--- src/rtl/sweep_seq_pkg.sv ---
`timescale 1ns/1ps
`default_nettype none
// +------------------------------------------------------------------+
// | sweep_seq_pkg : shared types and constants for sweep_seq_ctrl     |
// | Rev 1.0                                                           |
// +------------------------------------------------------------------+
package sweep_seq_pkg;

  typedef enum logic [3:0] {
    IDLE   = 4'd0,
    LOAD   = 4'd1,
    SETTLE = 4'd2,
    MEAS   = 4'd3,
    WAIT   = 4'd4,
    WR_MOD = 4'd5,
    WR_PHS = 4'd6,
    NEXT   = 4'd7,
    DONE   = 4'd8
  } state_t;

  // Sliced down to DATA_WIDTH by the user.
  localparam logic [127:0] SENTINEL = '1;

  localparam logic SEL_MOD = 1'b0;
  localparam logic SEL_PHS = 1'b1;

endpackage
`default_nettype wire

--- src/rtl/sweep_seq_ctrl.sv ---
`timescale 1ns/1ps
`default_nettype none
// +------------------------------------------------------------------+
// | sweep_seq_ctrl : frequency-sweep sequencer (load/settle/measure/  |
// | store per point). Optional macro SWEEP_SEQ_TIMEOUT_EN enables the |
// | measurement timeout. Rev 1.0                                      |
// +------------------------------------------------------------------+
module sweep_seq_ctrl
  import sweep_seq_pkg::*;
#(
  parameter int ADDR_WIDTH   = 8,
  parameter int DATA_WIDTH   = 32,
  parameter int SETTLE_WIDTH = 16
) (
  input  wire                    dac_clk_i,
  input  wire                    dac_rstn_i,
  input  wire                    start_i,
  input  wire                    abort_i,
  input  wire [ADDR_WIDTH:0]     cfg_npts_i,
  input  wire [SETTLE_WIDTH-1:0] cfg_settle_i,
  input  wire [31:0]             cfg_timeout_i,
  output logic [ADDR_WIDTH-1:0]  freq_addr_o,
  output logic                   freq_load_o,
  output logic                   meas_start_o,
  input  wire                    meas_valid_i,
  input  wire [DATA_WIDTH-1:0]   meas_mod_i,
  input  wire [DATA_WIDTH-1:0]   meas_phs_i,
  output logic                   res_we_o,
  output logic [ADDR_WIDTH:0]    res_addr_o,
  output logic [DATA_WIDTH-1:0]  res_wdata_o,
  output logic                   busy_o,
  output logic                   done_o,
  output logic                   timeout_o,
  output logic [ADDR_WIDTH-1:0]  pnt_idx_o
);

`ifdef SWEEP_SEQ_TIMEOUT_EN
  localparam int CNT_W = (SETTLE_WIDTH > 32) ? SETTLE_WIDTH : 32;
`else
  localparam int CNT_W = SETTLE_WIDTH;
`endif

  state_t                  state, next;
  logic [ADDR_WIDTH-1:0]   idx;
  logic [ADDR_WIDTH-1:0]   last_idx;
  logic [SETTLE_WIDTH-1:0] settle_val;
  logic [CNT_W-1:0]        cnt;
  logic [DATA_WIDTH-1:0]   mod_cap;
  logic [DATA_WIDTH-1:0]   phs_cap;
  logic                    freq_load_q, meas_start_q, res_we_q, done_q;
  logic                    wait_expired;
  logic                    tmo_hit;
  logic [ADDR_WIDTH:0]     npts_m1;

  // Any count with the top bit set is 2^ADDR_WIDTH or more, so it clamps to all points.
  assign npts_m1 = cfg_npts_i - (ADDR_WIDTH+1)'(1);

`ifdef SWEEP_SEQ_TIMEOUT_EN
  logic [31:0] tmo_val;
  logic        timeout_q;
  assign wait_expired = (cnt == '0);
  assign timeout_o    = timeout_q;
`else
  logic unused_tmo;
  assign unused_tmo   = ^cfg_timeout_i;
  assign wait_expired = 1'b0;
  assign timeout_o    = 1'b0;
`endif

  always_comb begin
    next    = state;
    tmo_hit = 1'b0;
    if (state != IDLE && abort_i) begin
      next = IDLE;
    end else begin
      case (state)
        IDLE:   if (start_i && cfg_npts_i != '0) next = LOAD;
        LOAD:   next = SETTLE;
        SETTLE: if (cnt == '0) next = MEAS;
        MEAS:   next = WAIT;
        WAIT: begin
          if (meas_valid_i) begin
            next = WR_MOD;
          end else if (wait_expired) begin
            next    = WR_MOD;
            tmo_hit = 1'b1;
          end
        end
        WR_MOD: next = WR_PHS;
        WR_PHS: next = NEXT;
        NEXT:   next = (idx == last_idx) ? DONE : LOAD;
        DONE:   next = IDLE;
        default: next = IDLE;
      endcase
    end
  end

  always_ff @(posedge dac_clk_i) begin
    if (!dac_rstn_i) begin
      state        <= IDLE;
      idx          <= '0;
      last_idx     <= '0;
      settle_val   <= '0;
      cnt          <= '0;
      mod_cap      <= '0;
      phs_cap      <= '0;
      freq_load_q  <= 1'b0;
      meas_start_q <= 1'b0;
      res_we_q     <= 1'b0;
      done_q       <= 1'b0;
`ifdef SWEEP_SEQ_TIMEOUT_EN
      tmo_val      <= '0;
      timeout_q    <= 1'b0;
`endif
    end else begin
      state        <= next;
      // Strobes follow the state being entered, so they are flops aligned with it.
      freq_load_q  <= (next == LOAD);
      meas_start_q <= (next == MEAS);
      res_we_q     <= (next == WR_MOD) || (next == WR_PHS);
      done_q       <= (next == DONE);
      case (state)
        IDLE: begin
          if (next == LOAD) begin
            last_idx   <= cfg_npts_i[ADDR_WIDTH] ? '1 : npts_m1[ADDR_WIDTH-1:0];
            settle_val <= cfg_settle_i;
            idx        <= '0;
`ifdef SWEEP_SEQ_TIMEOUT_EN
            tmo_val    <= cfg_timeout_i;
            timeout_q  <= 1'b0;
`endif
          end
        end
        LOAD:   cnt <= CNT_W'(settle_val);
        SETTLE: if (cnt != '0) cnt <= cnt - CNT_W'(1);
        MEAS: begin
`ifdef SWEEP_SEQ_TIMEOUT_EN
          cnt <= CNT_W'(tmo_val);
`else
          cnt <= '0;
`endif
        end
        WAIT: begin
          if (next == WR_MOD) begin
            if (tmo_hit) begin
              mod_cap <= SENTINEL[DATA_WIDTH-1:0];
              phs_cap <= SENTINEL[DATA_WIDTH-1:0];
`ifdef SWEEP_SEQ_TIMEOUT_EN
              timeout_q <= 1'b1;
`endif
            end else begin
              mod_cap <= meas_mod_i;
              phs_cap <= meas_phs_i;
            end
          end else if (cnt != '0) begin
            cnt <= cnt - CNT_W'(1);
          end
        end
        NEXT: if (next == LOAD) idx <= idx + ADDR_WIDTH'(1);
        default: ;
      endcase
    end
  end

  assign freq_load_o  = freq_load_q;
  assign meas_start_o = meas_start_q;
  assign res_we_o     = res_we_q;
  assign done_o       = done_q;
  assign busy_o       = (state != IDLE);
  assign freq_addr_o  = idx;
  assign pnt_idx_o    = idx;
  assign res_addr_o   = {(state == WR_PHS) ? SEL_PHS : SEL_MOD, idx};
  assign res_wdata_o  = (state == WR_PHS) ? phs_cap : mod_cap;

endmodule
`default_nettype wire

--- config.mk ---
export PLATFORM = sky130hd
export DESIGN_NAME = sweep_seq_ctrl
export DESIGN_NICKNAME = d
export VERILOG_FILES = /design/src/rtl/sweep_seq_pkg.sv /design/src/rtl/sweep_seq_ctrl.sv
export SDC_FILE = /design/constraint.sdc
export NUM_CORES = 1
export LEC_CHECK = 0
export CAP_MARGIN = 20
export CORE_UTILIZATION = 50
export CTS_CLUSTER_DIAMETER = 30
export DETAILED_ROUTE_END_ITERATION = 10
export GPL_TIMING_DRIVEN = 1
export HOLD_SLACK_MARGIN = 0.1
export PLACE_DENSITY = 0.89
export SLEW_MARGIN = 20
export SYNTH_ARGS = -nofsm -noshare
export SYNTH_HDL_FRONTEND = slang
export SYNTH_SLANG_ARGS = --single-unit
--- constraint.sdc ---
create_clock -name dac_clk_i -period 4.4 [get_ports dac_clk_i]
set_clock_uncertainty 0.1 [all_clocks]
set_input_delay 0.88 -clock dac_clk_i [delete_from_list [all_inputs] [get_ports dac_clk_i]]
set_output_delay 0.88 -clock dac_clk_i [all_outputs]
set_load 0.05 [all_outputs]
==> results.md, run 1 <==
* CTS root buffer: clkbuf_16
* Synth Warn # at 0
* Post-CTS Resized at 0
* Status: finished clean
* Number of synthesized flops with an enable pin at 0
* Final Hold Vio Count at 0
* Via Count at 5,653
* Die area at 0.0119 mm2
* IO buf count at 155
* Max FO, Critical Path at 33
* Hold slack final at 349 ps
* Crit path launch type: register
* TNS Setup at 0 ps
* Clk sinks at 120
* WL final at 16,600 um
* R2R Path End: mod_cap[27]$_SDFFE_PN0P_
* GRT overflow at 0
* Layout cells sized above 1 at 0.105
* CP Class: register to primary output
* Setup Buffers After CTS at 0
* Netlist cell types at 67
* Antenna Nets Post-Route at 0
* Post-synth ARST share at 0
* Area growth syn-to-layout at 37.5%
* Max layer used: met4
* Multi-input gate area at 0.00297 mm2
* Starting Density at 0.521
* Wl on met1 at 6410 um
* Via density at 5.86
* Seq. cell area at 0.00240 mm2
* Leak at 0.00278 uW
* Dpl hpwl at 10,800 um
* Reg2Reg Depth at 6
* Dominant cells by area after synthesis: dfxtp_1, nand2_1, a21oi_1
* Hold depth at 2
* Core area at 0.0110 mm2
* Mapped cell area at 0.00575 mm2
* Fin area at 0.00791 mm2
* Post-Place Cell Area at 0.00726 mm2
* DIE WIDTH at 109 um
* Area leader, netlist: dfxtp_1
* Reg clk slew, reported paths at 50 ps
* Initial antenna violation count at 0
* Part of the cycle the worst path needs at 0.885
* N_diodes at 0
* Count leader, synth: nand2_1
* Row count at 38
* Top cell type's share of synthesized area at 0.418
* Hold_buf cts at 0
* Register bit total from synthesis at 120
* Post-layout minimum cycle time at 3890 ps
* Max_cap viols at 0
* Drt wl/cell at 17.2 um
* Sequential area share after synthesis at 0.418
* Flop2flop setup slack at 1420 ps
* Htree depth at 4
* Pins Over Slew Limit at 0
* Setup slack at placement at 686 ps
* PwrDens at 384 mW/mm2
* Most instantiated cells after synthesis: nand2_1, dfxtp_1, a21oi_1
* Setup-failing EPs final at 0
* Min-Delay Endpoint: settle_val[14]$_SDFFE_PN0P_
* Detailed Routing Iterations Pass 1 at 5
* CTS Buffer Depth at 2
* Filler cell count at 757
* First DRT Iteration DRCs at 496
* RSZ-0062 raised after global routing: no
* Critical path endpoint category: primary output
* Largest net degree at the start of global routing at 74
* First-pass GRT wire length at 25,900 um
* Final WS setup at 508 ps
* Worst slew margin at 0.313
* Worst Hold Launch: settle_val[14]$_SDFFE_PN0P_
* Post-Syn Nets at 827
* Hold Path Class: register to register
* TritonCTS clock tree: yes
* Fmax achieved at 257 MHz
* Worst-Margin Slew at 1020 ps
* Overall routing resource usage at 0.281
* Die Y-Extent at 109 um
* Worst r2r src: state[1]$_SDFF_PN0_
* DRC at 0
* Cells after synthesis at 696
* Post-Syn Area per Cell at 8.26 um2
* I/O Pins at 189
* Critical Path AT at 2910 ps
* Predominant post-synthesis flop cell: dfxtp_1
* Worst VDD drop at 215 uV
* Clock Latency Late Sink at 420 ps
* Metal3 WL at 922 um
* GP Congestion at 0.873
* Met2 wire length at 8620 um
* CP required at 3420 ps
* Final Net Count at 944
* TritonCTS Buffers at 17
* Vias in the first global route at 5,411
## how the worst max path moves through the flow
stage / slack [ps] / depth (start not counted) / start / end
detailed placement: 690 / 9 / cfg_npts_i[0] / freq_addr_o[4]$_SDFFE_PN0P_
floorplan: 1110 / 5 / state[3]$_SDFF_PN0_ / res_wdata_o[22]
global placement: 810 / 9 / cfg_npts_i[0] / freq_addr_o[4]$_SDFFE_PN0P_
CTS: 510 / 5 / state[1]$_SDFF_PN0_ / res_wdata_o[21]
global route: 380 / 5 / state[1]$_SDFF_PN0_ / res_wdata_o[21]
finish: 510 / 5 / state[1]$_SDFF_PN0_ / res_wdata_o[1]
## placed cells by master (no fill, tap or decap), types with 5 or more instances in the layout
| cell | instances |
|---|---|
| a2111o_1 | 6 |
| a211oi_1 | 8 |
| mux2_2 | 32 |
| inv_1 | 13 |
| o2111ai_1 | 6 |
| nor4_1 | 8 |
| xnor2_1 | 14 |
| bufinv_16 | 5 |
| a21oi_1 | 91 |
| o21ai_0 | 13 |
| dfxtp_1 | 120 |
| clkbuf_16 | 17 |
| ha_1 | 5 |
| buf_4 | 6 |
| nand4_1 | 8 |
| a31oi_1 | 10 |
| and2_1 | 5 |
| clkdlybuf4s50_1 | 155 |
| nor2_1 | 17 |
| nor3_1 | 9 |
| xor2_1 | 5 |
| nand2_1 | 180 |
## metal layers
| metal | vias up | GRT usage |
|---|---|---|
| met5 | - | 0 |
| met4 | 0 | 0.147 |
| met3 | 61 | 0.0616 |
| met2 | 248 | 0.498 |
| met1 | 2673 | 0.314 |
| li1 | 2671 | - |
## area by class of cell
type | count | share of cell area
tap | 140 | 0.0222
inverter | 14 | 0.00665
timing repair buffer | 164 | 0.210
multi-input combinational | 496 | 0.376
clock buffer | 23 | 0.0605
clock inverter | 8 | 0.0212
sequential | 120 | 0.304
## cell families (layout without fill, tap and decap cells)
kind of cell,Yosys count,count (layout),synth area share
muxes,32,32,0.0627
adders and majority gates,5,5,0.0109
buffers and inverters,80,209,0.0697
and+or+nand+nor,260,260,0.206
xor gates and xnor gates,19,19,0.0290
DFF,120,120,0.418
other,1,1,0.000652
AOI/OAI and AO/OA,179,179,0.203
## flip-flops by register name, summed over array words and instances (netlist names)
register      flops
res_we_o          1
meas_start_o      1
freq_load_o       1
cnt              16
mod_cap          32
done_o            1
freq_addr_o       8
phs_cap          32
last_idx          8
settle_val       16
state             4
## worst max-delay path, stage by stage, from the launching register on
cell	delay [ps]
dfxtp_1	580
inv_1	150
nor3_2	190
buf_4	430
mux2_2	410
clkdlybuf4s50_1	730
## stage by stage
stage | power [uW] | utilization | instances
2_1_floorplan | 1370 | - | 696
3_3_place_gp | 1510 | 0.658 | 934
3_5_place_dp | 1520 | 0.658 | 934
4_1_cts | 3040 | 0.716 | 965
5_1_grt | 3140 | 0.717 | 965
6_report | 3040 | 0.717 | 965
## where the power goes
part	leakage [uW]	total, uW	switching [uW]	internal (uW)
clock network	0.000313	1520	477	1040
logic	0.00149	361	190	172
registers	0.000973	1150	31.7	1120
total	0.00278	3040	699	2340
No activity file was read; power rests on OpenSTA's default activity.
==> run 2, diff against run 1 <==
--- a/config.mk
+++ b/config.mk
@@ -5,6 +5,7 @@
 export SDC_FILE = /design/constraint.sdc
 export NUM_CORES = 1
 export LEC_CHECK = 0
+export ABC_CLOCK_PERIOD_IN_PS = 4400
 export CAP_MARGIN = 20
 export CORE_UTILIZATION = 50
 export CTS_CLUSTER_DIAMETER = 30
==> results of run 2 <==
Final layout, timing and power as in run 1 (identical DEF).
==> run 3, diff against run 2 <==
--- a/config.mk
+++ b/config.mk
@@ -13,7 +13,7 @@
 export GPL_TIMING_DRIVEN = 1
 export HOLD_SLACK_MARGIN = 0.1
 export PLACE_DENSITY = 0.89
-export SLEW_MARGIN = 20
+export SLEW_MARGIN = 40
 export SYNTH_ARGS = -nofsm -noshare
 export SYNTH_HDL_FRONTEND = slang
 export SYNTH_SLANG_ARGS = --single-unit
==> run 3 against run 2 <==
  * Die area is the same
  * Sequential share of layout area increased by 0.16 points
  * Wire length is 0.55% lower
  * Final cell count down 0.10%
  * Critical path depth did not move
  * Critical path type unchanged
  * Sequential power barely moved
  * Count of clock-buffer cells in the layout fell by 2
  * Largest power group unchanged
==> results.md, run 3 (synthesis gave the netlist of run 1 again) <==
* Worst r2r src: state[1]$_SDFF_PN0_
* Starting Density at 0.521 (unchanged)
* TritonCTS Buffers at 17 (unchanged)
* Setup crit start: state[1]$_SDFF_PN0_
* Core area at 0.0110 mm2 (unchanged)
* Clk sinks at 120 (unchanged)
* Die Y-Extent at 109 um (unchanged)
* Max FO, Critical Path at 33 (unchanged)
* First DRT Iteration DRCs at 470 (-5.2%)
* Reg2Reg Depth at 6 (unchanged)
* Largest net degree at the start of global routing at 74 (unchanged)
* Reg clk slew, reported paths at 60 ps (about the same)
* Critical path endpoint category: primary output
* Htree depth at 4 (unchanged)
* Flop2flop setup slack at 1310 ps (-110 ps)
* Final Net Count at 944 (unchanged)
* Via density at 5.86 (about the same)
* TNS Setup at 0 ps (unchanged)
* I/O Pins at 189 (unchanged)
* Area growth syn-to-layout at 36.8%
* PwrDens at 373 mW/mm2 (-2.8%)
* Vias in the first global route at 5,521 (+2.0%)
* Detailed Routing Iterations Pass 1 at 5 (unchanged)
* Post-layout minimum cycle time at 3900 ps (+5.76 ps)
* Non-Filler Instances at 964 (-0.10%)
* CP Class: register to primary output
* CTS root buffer: clkbuf_16
* Dpl hpwl at 10,800 um (about the same)
* TritonCTS clock tree: yes
* Max_cap viols at 0 (unchanged)
* Highest-count cells in the layout ignoring fill and taps: nand2_1, clkdlybuf4s50_1, dfxtp_1
* Leak at 0.00275 uW (-0.86%)
* Setup-failing EPs final at 0 (unchanged)
* GRT overflow at 0 (unchanged)
* Crit path launch type: register
* Worst-Margin Slew at 791 ps (-233 ps)
* WL final at 16,500 um (-0.55%)
* Part of the cycle the worst path needs at 0.886 (+0.00131)
* CP required at 3420 ps (about the same)
* Commonest non-fill, non-tap cell in the layout: nand2_1
* Fmax achieved at 257 MHz (-0.15%)
* Antenna Nets Post-Route at 0 (unchanged)
* Post-CTS Resized at 0 (unchanged)
* Hold slack final at 350 ps (+0.949 ps)
* R2R Path End: phs_cap[0]$_SDFFE_PN0P_
* Die area at 0.0119 mm2 (unchanged)
* DRC at 0 (unchanged)
* Status: finished clean
* GP Congestion at 0.873 (unchanged)
* Filler cell count at 785 (+3.7%)
* Critical Path AT at 2920 ps (about the same)
* CTS Buffer Depth at 2 (unchanged)
* DIE WIDTH at 109 um (unchanged)
* Worst slew margin at 0.472 (+0.159)
* N_diodes at 0 (unchanged)
* Hold Path Class: register to register
* Row count at 38 (unchanged)
* First-pass GRT wire length at 25,900 um (about the same)
* RSZ-0062 raised after global routing: no
* Setup Buffers After CTS at 0 (unchanged)
* Total power at 2930 uW (-3.3%)
* Overall routing resource usage at 0.279 (-0.00221)
* Top Registers: mod_cap (32), phs_cap (32)
* Initial antenna violation count at 0 (unchanged)
* Pins Over Slew Limit at 0 (unchanged)
* Via Count at 5,650 (-0.053%)
* DP Cell Count at 934 (unchanged)
* Layout cells sized above 1 at 0.106 (+0.000128)
* IO buf count at 155 (unchanged)
* Drt wl/cell at 17.2 um (-0.45%)
* Final Hold Vio Count at 0 (unchanged)
* Setup crit end: res_wdata_o[21]
* Worst VDD drop at 226 uV (+5.6%)
* Hold_buf cts at 0 (unchanged)
* Clock Latency Late Sink at 410 ps (about the same)
## run 3: cell types whose count changed in the layout (fill, tap and decap cells not counted)
| cell | previous run | this run |
|---|---|---|
| bufinv_16 | 5 | 4 |
| clkbuf_8 | 3 | 1 |
| o21ai_1 | 1 | 0 |
| o21ai_2 | 1 | 2 |
| clkinv_2 | 2 | 3 |
| clkinvlp_4 | 1 | 2 |
## run 3: cell type report
type,instances,area (um2),share of cell area
Clock inverter,9,150,0.0191
Inverter,14,52.6,0.00668
Timing Repair Buffer,164,1660,0.211
Tap cell,140,175,0.0223
Multi-Input combinational cell,496,2980,0.379
Sequential cell,120,2400,0.305
Clock buffer,21,450,0.0573
## run 3: worst min-delay path by stage
| stage | cells after the start | slack (ps) | startpoint | to |
|---|---|---|---|---|
| 2_1_floorplan | 2 | 330 | settle_val[12]$_SDFFE_PN0P_ | settle_val[12]$_SDFFE_PN0P_ |
| 3_5_place_dp | 2 | 340 | settle_val[14]$_SDFFE_PN0P_ | settle_val[14]$_SDFFE_PN0P_ |
| 3_3_place_gp | 2 | 340 | phs_cap[31]$_SDFFE_PN0P_ | phs_cap[31]$_SDFFE_PN0P_ |
| 6_report | 2 | 350 | settle_val[6]$_SDFFE_PN0P_ | settle_val[6]$_SDFFE_PN0P_ |
| 5_1_grt | 2 | 370 | settle_val[14]$_SDFFE_PN0P_ | settle_val[14]$_SDFFE_PN0P_ |
| 4_1_cts | 2 | 350 | settle_val[14]$_SDFFE_PN0P_ | settle_val[14]$_SDFFE_PN0P_ |
## run 3: worst max-delay path: stages (launching register included)
cell,delay [ps]
dfxtp_1,600
inv_1,150
nor3_2,190
buf_4,420
mux2_2,390
clkdlybuf4s50_1,740
## run 3: routing by layer
layer | routed length [um] | GRT usage | vias up
li1 | - | - | 2667
met5 | 0 | 0 | -
met3 | 897 | 0.0550 | 52
met4 | 620 | 0.150 | 0
met2 | 8690 | 0.502 | 250
met1 | 6340 | 0.307 | 2681
## run 3: stage by stage
step | util | worst slack [ps] | cell area (um2)
2_1_floorplan | - | 1110 | 5750
3_3_place_gp | 0.658 | 812 | 7260
3_5_place_dp | 0.658 | 681 | 7260
4_1_cts | 0.713 | 501 | 7860
5_1_grt | 0.713 | 399 | 7860
6_report | 0.713 | 502 | 7860
## run 3: report_power, final
part           switching, uW  leakage (uW)  internal [uW]
logic                    191       0.00149            172
registers               31.9      0.000973           1120
clock network            469      0.000289            951
total                    692       0.00275           2240
